[src/rtl/mb_rx_deserializer.sv]
// mb_rx_deserializer: rebuilds LSB-first serial words into a one-entry valid/ready output register.
// Optional MB_RX_DESER_WORD_CNT_EN adds WORD_CNT, a 16-bit count of words loaded into P_DATA.
module mb_rx_deserializer #(
  parameter int DATA_WIDTH    = 32,
  parameter int COUNTER_WIDTH = 5
) (
  input  logic                  CLK,
  input  logic                  RST,
  input  logic                  SER_IN,
  input  logic                  DESER_EN,
  input  logic                  P_READY,
  output logic [DATA_WIDTH-1:0] P_DATA,
  output logic                  P_VALID,
  output logic                  OVERRUN,
  output logic                  ABORT
`ifdef MB_RX_DESER_WORD_CNT_EN
  ,
  output logic [15:0]           WORD_CNT
`endif
);
  typedef enum logic {IDLE, SHIFT} state_t;
  state_t state;
  logic [COUNTER_WIDTH-1:0] counter;
  logic [DATA_WIDTH-2:0] shift;
  logic last, done, load;
  assign last = &counter;
  assign done = DESER_EN && last;
  assign load = done && (!P_VALID || P_READY);
  // The final bit goes straight into P_DATA, so the shift register never holds it.
  always_ff @(posedge CLK or posedge RST) begin
    if (RST) begin
      state   <= IDLE;
      counter <= '0;
      shift   <= '0;
      P_DATA  <= '0;
      P_VALID <= 1'b0;
      OVERRUN <= 1'b0;
      ABORT   <= 1'b0;
`ifdef MB_RX_DESER_WORD_CNT_EN
      WORD_CNT <= '0;
`endif
    end else begin
      OVERRUN <= done && P_VALID && !P_READY;
      ABORT   <= !DESER_EN && state == SHIFT && counter != '0;
      if (DESER_EN) begin
        state   <= SHIFT;
        counter <= counter + COUNTER_WIDTH'(1);
        if (!last) shift[counter] <= SER_IN;
      end else begin
        state   <= IDLE;
        counter <= '0;
      end
      if (load) P_DATA <= {SER_IN, shift};
      P_VALID <= load || (P_VALID && !P_READY);
`ifdef MB_RX_DESER_WORD_CNT_EN
      WORD_CNT <= WORD_CNT + 16'(load);
`endif
    end
  end
endmodule

[config.mk]
export PLATFORM = sky130hd
export DESIGN_NAME = mb_rx_deserializer
export DESIGN_NICKNAME = d
export VERILOG_FILES = /design/src/rtl/mb_rx_deserializer.sv
export SDC_FILE = /design/constraint.sdc
export NUM_CORES = 1
export LEC_CHECK = 0
export CAP_MARGIN = 20
export CORE_MARGIN = 1
export CORE_UTILIZATION = 40
export DETAILED_ROUTE_END_ITERATION = 8
export DONT_BUFFER_PORTS = 1
export REMOVE_ABC_BUFFERS = 1
export SYNTH_ARGS = -nofsm -noshare
export SYNTH_HDL_FRONTEND = slang
export SYNTH_SLANG_ARGS = --single-unit
export TNS_END_PERCENT = 10
[constraint.sdc]
create_clock -name CLK -period 3.6 [get_ports CLK]
set_input_delay 1.08 -clock CLK [delete_from_list [all_inputs] [get_ports CLK]]
set_output_delay 1.08 -clock CLK [all_outputs]
set_load 0.005 [all_outputs]
==> results.sh, run 1 <==
export IMPL_status="complete, no violations"
export IMPL_antenna_cells=0
export IMPL_crit_start="counter[0]"
export IMPL_skew_ns=0.003673
export IMPL_setup_tns_final_ns=0
export IMPL_vias_per_cell=4.916
export IMPL_ys_ff_latch=72
export IMPL_ctsResizeCount=0
export IMPL_grt_pass1_wl_um=8114
export IMPL_ctsHoldBuffers=0
export IMPL_seq_area_frac_synth_pct=60.13
export IMPL_max_slew_worst_pin_slew_ns=0.8219
export IMPL_routed_wl_um=4949
export IMPL_hp_class="flip-flop to flip-flop"
export IMPL_yosysTopAreaCell="dfrtp_1"
export IMPL_cts_clk_slew_worst_paths_ns=0.07
export IMPL_io_pins=40
export IMPL_power_leakage_uw=0.001616
export IMPL_syn_to_final_growth_pct=9.603
export IMPL_synth_top_area_share_pct=60.13
export IMPL_cts_tree="done"
export IMPL_relSlewSlack_pct=45.13
export IMPL_timing_rr_end="P_DATA[13]"
export IMPL_nNetsFinal=229
export IMPL_clockRootBuffer="clkbuf_8"
export IMPL_gp_congestion=0.7323
export IMPL_synthDistinctLibCells=24
export IMPL_cts_buffers=9
export IMPL_ys_warn_count=0
export IMPL_post_route_util_pct=45.28
export IMPL_postRouteAntennaNets=0
export IMPL_synth_edf_count=0
export IMPL_ir_worst_vdd_uv=170.3
export IMPL_period_share_pct=61.85
export IMPL_core_mm2=0.007253
export IMPL_die_width_um=88.56
export IMPL_final_common_cell="dfrtp_1"
export IMPL_drive_gt1_share_pct=37.05
export IMPL_critPathKind="flip-flop to flip-flop"
export IMPL_setup_violations=0
export IMPL_power_density_mw_per_mm2=474.6
export IMPL_endpoint="P_DATA[13]"
export IMPL_htreeDepth=3
export IMPL_synthCells=216
export IMPL_reg2reg_slack_ns=1.37
export IMPL_dr_pass1_iters=4
export IMPL_die_h_um=88.56
export IMPL_drv_cap=0
export IMPL_vias=1588
export IMPL_grt_antenna_before_repair=0
export IMPL_portBuffers=0
export IMPL_grt_pass1_vias=1580
export IMPL_grtUsageTotal_pct=14.31
export IMPL_wl_per_cell_um=15.32
export IMPL_drc=0
export IMPL_required_ns=3.83
export IMPL_postCtsSetupBuffers=0
export IMPL_initial_core_util_pct=41.31
export IMPL_syn_area_mm2=0.002997
export IMPL_cts_sinks=72
export IMPL_die_area_mm2=0.007842
export IMPL_critPathArrivalTime_ns=2.45
export IMPL_synth_main_ff_cell="dfrtp_1"
export IMPL_drv_slew=0
export IMPL_drt_initial_drc_count=107
export IMPL_cp_end_kind="flip-flop"
export IMPL_final_cell_mix="dfrtp_1 (72), mux2_2 (62), nand2_1 (18)"
export IMPL_grt_ovfl_total=0
export IMPL_final_hold_violation_count=0
export IMPL_clock_fmax_ghz=0.4491
export IMPL_grt_max_degree=39
export IMPL_hpwl_um=3232
export IMPL_r2r_start="counter[0]"
export IMPL_std_cell_rows=31
export IMPL_async_flop_share_pct=100.0
export IMPL_rsz0062_at_grt="no"
export IMPL_synth_area_top_cells="dfrtp_1 (60%), mux2_2 (23%), nand2_1 (2.3%), ha_1 (2.1%), nor2_1 (2.0%)"
export IMPL_clk_path_buf_depth=2
export IMPL_clock_latency_ns=0.34
export IMPL_synth_avg_cell_area_um2=13.87
export IMPL_fin_crit_ns=2.227
export IMPL_hp_start="shift[7]"
export IMPL_reg2reg_depth=7
export IMPL_startpoint_type="flip-flop"
export IMPL_cp_max_fo=32
report_power, final:
part           switching (uW)  leakage [uW]  internal, uW  total [uW]
Clock                     279      0.000103           356         635
Sequential               18.1      0.000990           838         856
Combinational            36.9      0.000522          30.8        67.7
per-layer routing:
metal  part of all wire (%)  track usage, %
met3                    6.1           6.623
met1                     47           18.43
met2                     45           20.70
met4                    1.3           6.158
met5                      0               0
critical path, stage by stage, from the launching register on:
cell,delay (ns)
dfrtp_1,0.42
ha_1,0.24
and3_1,0.17
ha_1,0.26
nand2_1,0.13
nor2b_2,0.12
buf_4,0.37
mux2_2,0.39
cell usage after synthesis (3+ instances only):
master	n
dfrtp_1	72
mux2_2	62
nand2_1	18
nor2_1	16
nand3b_1	7
ha_1	5
and2_1	4
and3b_1	4
buf_2	3
buf_6	3
clkbuf_1	3
inv_1	3
registers in the layout, summed over array words and instances (netlist names):
name     cells
state        1
counter      5
ABORT        1
P_DATA      32
shift       31
OVERRUN      1
P_VALID      1
metrics by stage:
step / setup slack [ns] / area (um^2) / total power (uW) / cells / hold WS (ns)
2_1_floorplan: 0.3858 / 2932 / 917.8 / 206 / 0.4603
3_3_place_gp: 1.374 / 3085 / 939.1 / 307 / 0.4820
3_5_place_dp: 1.326 / 3085 / 941.2 / 307 / 0.4845
4_1_cts: 1.357 / 3284 / 1582 / 323 / 0.5032
5_1_grt: 1.219 / 3284 / 1628 / 323 / 0.5227
6_report: 1.373 / 3284 / 1559 / 323 / 0.5047
worst min path at each step:
stage | end | depth (start not counted) | slack [ns]
after floorplan | P_DATA[23] | 1 | 0.46
after global placement | P_DATA[23] | 1 | 0.48
after detailed placement | P_DATA[3] | 1 | 0.48
after CTS | P_DATA[23] | 1 | 0.50
after global routing | shift[13] | 1 | 0.52
final | P_DATA[7] | 1 | 0.50
cells by family (layout without fill, tap and decap cells):
group	Yosys count	count (layout)	synth area share, %
adder cells (fa/ha/maj)	5	5	2.088
AND/OR/NAND/NOR	60	60	10.81
AO/OA/AOI/OAI	1	1	0.1669
XOR/XNOR	2	2	0.5847
flip-flops	72	72	60.13
buffers and inverters	13	21	2.547
multiplexers	63	63	23.67
layout make-up:
class / count / area (um^2)
fillers: 675 / 3969
flip-flops and latches: 72 / 1802
multi-input cells: 131 / 1121
clock buffers: 13 / 158.9
well taps: 99 / 123.9
clock inverters: 3 / 40.04
repair buffers: 2 / 27.53
inverters: 3 / 11.26
(Power assumes the default switching activity.)
==> run 2: changes to the inputs <==
- clock period: 3.6 -> 2 ns (I/O delays scaled with it)
==> run 2 against run 1 <==
  * Fmax increased by 17%
  * Cell count increased by 2.2%
  * Setup slack got worse by 1.3 ns
  * Sequential power increased by 79%
  * Global-route usage increased by 0.18 points
  * Critical endpoint is now P_DATA[11]
  * Largest cell class unchanged
==> results.sh, run 2 (synthesis gave the netlist of run 1 again) <==
export IMPL_max_slew_worst_pin_slew_ns=0.4301
export IMPL_grt_pass1_wl_um=8252
export IMPL_timing_rr_end="P_DATA[11]"
export IMPL_power_total_uw=2769
export IMPL_core_mm2=0.007253
export IMPL_antenna_cells=0
export IMPL_critPathArrivalTime_ns=2.13
export IMPL_switching_share_pct=21.71
export IMPL_skew_ns=0.007773
export IMPL_gp_congestion=0.7735
export IMPL_setup_tns_final_ns=0
export IMPL_cp_end_kind="flip-flop"
export IMPL_r2r_start="counter[1]"
export IMPL_clock_fmax_ghz=0.5241
export IMPL_cts_buffers=9
export IMPL_placed_cell_area_mm2=0.003143
export IMPL_initial_core_util_pct=41.31
export IMPL_clock_latency_ns=0.34
export IMPL_reg2reg_slack_ns=0.09
export IMPL_io_pins=40
export IMPL_grtUsageTotal_pct=14.49
export IMPL_p_clk_share_pct=39.7
export IMPL_finalInstanceArea_mm2=0.003372
export IMPL_critPathKind="flip-flop to flip-flop"
export IMPL_ir_worst_vdd_uv=300.5
export IMPL_hp_class="input pin to asynchronous set/reset pin"
export IMPL_period_share_pct=95.41
export IMPL_relSlewSlack_pct=71.26
export IMPL_postRouteAntennaNets=0
export IMPL_post_route_util_pct=46.49
export IMPL_final_common_cell="dfrtp_1"
export IMPL_power_switching_uw=601.0
export IMPL_portBuffers=0
export IMPL_cts_tree="done"
export IMPL_reg2reg_depth=7
export IMPL_top_regs="P_DATA: 32 flops, shift: 31 flops, counter: 5 flops"
export IMPL_largest_reg_flops=32
export IMPL_final_cell_mix="dfrtp_1 (72), mux2_2 (62), nand2_1 (17)"
export IMPL_drv_slew=0
export IMPL_die_area_mm2=0.007842
export IMPL_cts_sinks=72
export IMPL_clockRootBuffer="clkbuf_8"
export IMPL_nNetsFinal=237
export IMPL_grt_max_degree=73
export IMPL_final_hold_violation_count=0
export IMPL_power_density_mw_per_mm2=821.1
export IMPL_fin_ws_ns=0.09187
export IMPL_die_h_um=88.56
export IMPL_grt_ovfl_total=0
export IMPL_vias_per_cell=4.858
export IMPL_status="complete, no violations"
export IMPL_grt_antenna_before_repair=0
export IMPL_ctsHoldBuffers=0
export IMPL_setup_violations=0
export IMPL_required_ns=2.22
export IMPL_std_cell_rows=31
export IMPL_wl_per_cell_um=15.72
export IMPL_htreeDepth=3
export IMPL_drt_initial_drc_count=95
export IMPL_p_comb_share_pct=4.9
export IMPL_die_width_um=88.56
export IMPL_cp_max_fo=13
export IMPL_power_leakage_uw=0.001667
export IMPL_drive_gt1_share_pct=40.26
export IMPL_grt_pass1_vias=1634
export IMPL_drc=0
export IMPL_hpwl_um=3139
export IMPL_p_seq_share_pct=55.4
export IMPL_dp_slack_ns=0.03624
export IMPL_fin_crit_ns=1.908
export IMPL_vias=1603
export IMPL_clk_path_buf_depth=2
export IMPL_routed_wl_um=5186
export IMPL_startpoint_type="flip-flop"
export IMPL_drv_cap=0
export IMPL_p_int_uw=2168
export IMPL_cts_clk_slew_worst_paths_ns=0.07
export IMPL_dr_pass1_iters=4
export IMPL_syn_to_final_growth_pct=12.53
export IMPL_top_register="P_DATA"
run 2: area by class of cell:
class                      instances  area [um^2]
fill                             680         3881
sequential                        72         1802
multi-input combinational        131         1131
clock buffer                      11        141.4
tap                               99        123.9
timing repair buffer              10        117.6
clock inverter                     4        45.04
inverter                           3        11.26
run 2: power groups by stage:
stage | Sequential, uW | Combinational, uW | Clock, uW
2_1_floorplan | 1560 | 96.1 | 0
4_1_cts | 1530 | 137 | 1130
3_3_place_gp | 1560 | 133 | 0
6_report | 1530 | 136 | 1100
3_5_place_dp | 1560 | 136 | 0
5_1_grt | 1540 | 156 | 1190
run 2: timing repair:
item / 4_1_cts / 5_1_grt
buffers inserted: 0 / 1
gates resized for setup: 0 / 3
setup endpoints to repair: 0 / 43
run 2: critical path, cell delays in order (launching register included):
cell and delay [ns]:
dfrtp_1 0.39, ha_1 0.17, and3_1 0.15, ha_2 0.24
nand2_2 0.10, nor2b_4 0.19, clkbuf_16 0.21, mux2_2 0.33
run 2: how the worst max path moves through the flow:
stage / start / endpoint / slack (ns) / cells past startpoint
global placement: counter[1] / P_DATA[19] / 0.10 / 7
finish: counter[1] / P_DATA[11] / 0.09 / 7
floorplan: counter[0] / P_DATA[0] / -1.07 / 6
CTS: counter[1] / P_DATA[14] / 0.02 / 7
detailed placement: counter[1] / P_DATA[14] / 0.04 / 7
global route: counter[1] / shift[12] / -0.004 / 6
run 2: through the flow:
| step | cells | hold slack (ns) |
|---|---|---|
| global route | 330 | 0.2398 |
| finish | 330 | 0.1967 |
| CTS | 328 | 0.2248 |
| global placement | 313 | 0.4787 |
| floorplan | 206 | 0.4603 |
| detailed placement | 313 | 0.4873 |
run 2: layer usage:
| layer | vias to the layer above | wire, um | GRT usage (%) |
|---|---|---|---|
| met5 | - | 0 | 0 |
| met1 | 804 | 2382 | 19.10 |
| met2 | 34 | 2375 | 20.21 |
| met3 | 8 | 306 | 4.851 |
| met4 | 0 | 121 | 9.677 |
| li1 | 757 | - | - |
==> run 3: changes to the inputs <==
- ABC_AREA: unset -> 1
==> run 3 against run 2 <==
  * Cell count up 30%
  * Global-route usage is 1.9 points higher
  * Area after synthesis down 0.25%
  * Combinational power grew 18%
  * First-iteration DRC count decreased by 17%
  * Via count up 27%
  * Synthesized cell count increased by 50%
  * Design area decreased by 1.3%
  * Clock skew is 0.00063 ns lower
  * Critical path type unchanged
  * Critical endpoint is now P_DATA[2]
  * Largest cell class unchanged
  * Highest routed layer unchanged
==> results.sh, run 3 <==
export IMPL_status="complete, no violations"
export IMPL_final_hold_violation_count=0
export IMPL_dr_pass1_iters=4
export IMPL_top_register="P_DATA"
export IMPL_routed_wl_um=5707
export IMPL_hold_ws_ns=0.1926
export IMPL_critPathKind="flip-flop to flip-flop"
export IMPL_yosysTopAreaCell="dfrtp_1"
export IMPL_clk_path_buf_depth=2
export IMPL_syn_to_final_growth_pct=11.30
export IMPL_die_area_mm2=0.007823
export IMPL_cts_buffers=9
export IMPL_synthCells=323
export IMPL_grtUsageTotal_pct=16.34
export IMPL_startpoint_type="flip-flop"
export IMPL_synth_main_ff_cell="dfrtp_1"
export IMPL_synth_edf_count=0
export IMPL_fin_ws_ns=0.2083
export IMPL_grt_max_degree=73
export IMPL_setup_violations=0
export IMPL_dp_slack_ns=0.1274
export IMPL_std_cell_rows=31
export IMPL_grt_ovfl_total=0
export IMPL_clock_fmax_ghz=0.5581
export IMPL_period_share_pct=89.59
export IMPL_relSlewSlack_pct=73.38
export IMPL_cts_sinks=72
export IMPL_grt_pass1_vias=1998
export IMPL_ys_ff_latch=72
export IMPL_drv_slew=0
export IMPL_gp_congestion=0.8632
export IMPL_yosys_top_cells_count="dfrtp_1 (72), nand2_1 (70), inv_1 (42), nor2_1 (34)"
export IMPL_rsz0062_at_grt="no"
export IMPL_power_leakage_uw=0.001605
export IMPL_r2r_start="counter[0]"
export IMPL_ir_worst_vdd_uv=265.1
export IMPL_wl_per_cell_um=13.27
export IMPL_timing_rr_end="P_DATA[2]"
export IMPL_setup_tns_final_ns=0
export IMPL_vias=2028
export IMPL_grt_antenna_before_repair=0
export IMPL_clockRootBuffer="clkbuf_8"
export IMPL_drt_initial_drc_count=79
export IMPL_largest_reg_flops=32
export IMPL_power_density_mw_per_mm2=879.4
export IMPL_synthDistinctLibCells=17
export IMPL_ys_warn_count=0
export IMPL_io_pins=40
export IMPL_async_flop_share_pct=100.0
export IMPL_synth_most_common_cell="dfrtp_1"
export IMPL_drc=0
export IMPL_synth_avg_cell_area_um2=9.254
export IMPL_cp_max_fo=64
export IMPL_drive_gt1_share_pct=9.970
export IMPL_htreeDepth=3
export IMPL_synth_area_top_cells="dfrtp_1 (60%), nand2_1 (8.8%), o21ai_0 (5.4%), o21ai_1 (5.4%), inv_1 (5.3%)"
export IMPL_cts_clk_slew_worst_paths_ns=0.07
export IMPL_finalInstanceArea_mm2=0.003327
export IMPL_post_route_util_pct=45.87
export IMPL_seq_area_frac_synth_pct=60.28
export IMPL_portBuffers=0
export IMPL_hpwl_um=3560
export IMPL_nNetsFinal=336
export IMPL_placed_cell_area_mm2=0.003099
export IMPL_cp_end_kind="flip-flop"
export IMPL_initial_core_util_pct=41.21
export IMPL_die_h_um=88.45
export IMPL_top_regs="P_DATA: 32 flops, shift: 31 flops, counter: 5 flops"
export IMPL_core_mm2=0.007253
export IMPL_reg2reg_slack_ns=0.21
export IMPL_vias_per_cell=4.716
export IMPL_drv_cap=0
export IMPL_grt_pass1_wl_um=9411
export IMPL_die_width_um=88.45
export IMPL_postRouteAntennaNets=0
export IMPL_synth_top_area_share_pct=60.28
export IMPL_required_ns=2.23
export IMPL_fillerInstances=731
export IMPL_postCtsSetupBuffers=0
export IMPL_final_cell_mix="dfrtp_1 (72), nand2_1 (70), inv_1 (41)"
export IMPL_antenna_cells=0
export IMPL_max_slew_worst_pin_slew_ns=0.3993
export IMPL_clock_latency_ns=0.35
export IMPL_skew_ns=0.007146
export IMPL_critPathArrivalTime_ns=2.02
export IMPL_hp_class="input pin to asynchronous set/reset pin"
export IMPL_reg2reg_depth=8
export IMPL_fin_crit_ns=1.792
export IMPL_final_common_cell="dfrtp_1"
export IMPL_cts_tree="done"
export IMPL_syn_area_mm2=0.002989
run 3: changes by cell type after synthesis, sizes merged, moves of 3 or more:
| cell | change |
|---|---|
| and3b | -4 |
| mux2 | -63 |
| clkbuf | -4 |
| nor2 | +19 |
| nand3 | +13 |
| and2 | -4 |
| buf | +5 |
| nand2 | +52 |
| inv | +43 |
| nor3b | -3 |
| nand3b | -7 |
| o21ai | +64 |
run 3: worst max-delay path by stage:
stage	startpoint	to	slack [ns]	cells after the start
2_1_floorplan	RST	ABORT	-0.42	1
3_3_place_gp	counter[0]	shift[22]	0.20	8
3_5_place_dp	counter[0]	shift[17]	0.13	8
4_1_cts	counter[0]	shift[5]	0.08	8
5_1_grt	counter[0]	P_DATA[7]	0.07	8
6_report	counter[0]	P_DATA[2]	0.21	8
run 3: repair_timing:
action,in CTS,in global routing
hold buffers,0,0
gates resized for setup,0,4
setup endpoints to repair,0,19
run 3: worst max-delay path: stages (launching register included):
cell and delay, ns:
dfrtp_1 0.43, ha_1 0.29, nand2_1 0.08, nor2_1 0.11, ha_2 0.28, nand3_4 0.10, buf_12 0.19, nand2_1 0.09
o21ai_1 0.06
run 3: cells by family (layout without fill, tap and decap cells):
kind of cell    count (synthesis)  count (layout)  synth area share (%)
compound gates                 68              68                 11.55
fa+ha+maj                       5               5                 2.093
buf+inv                        57              65                 7.827
flops                          72              72                 60.28
simple gates                  121             121                 18.25
run 3: layout make-up:
cell class                      count  area, um^2  share of cell area [%]
Tap cell                           99       123.9                   3.723
Inverter                           46       175.2                   5.265
Timing Repair Buffer                3       47.55                   1.429
Multi-Input combinational cell    194       960.9                   28.88
Clock buffer                       14       182.7                   5.491
Clock inverter                      2       35.03                   1.053
Sequential cell                    72        1802                   54.16
run 3: stage by stage:
step                      total power (uW)  cells
after global placement                1721    414
final                                 2926    430
after floorplan                       1677    312
after CTS                             2962    430
after global routing                  3066    430
after detailed placement              1725    414
run 3: report_power, final:
| part | switching [uW] | leakage, uW | internal, uW | total [uW] |
|---|---|---|---|---|
| Sequential | 18.9 | 0.000862 | 1520 | 1540 |
| Combinational | 113 | 0.000630 | 47.2 | 160 |
| Clock | 519 | 0.000113 | 712 | 1230 |
| Total | 651 | 0.00160 | 2280 | 2930 |
run 3: metal layers:
metal / GRT usage (%) / routed length [um] / vias up
li1: - / - / 1024
met1: 20.19 / 2735 / 950
met2: 26.15 / 2633 / 44
met3: 5.504 / 252 / 10
met4: 7.038 / 87 / 0
met5: 0 / 0 / -
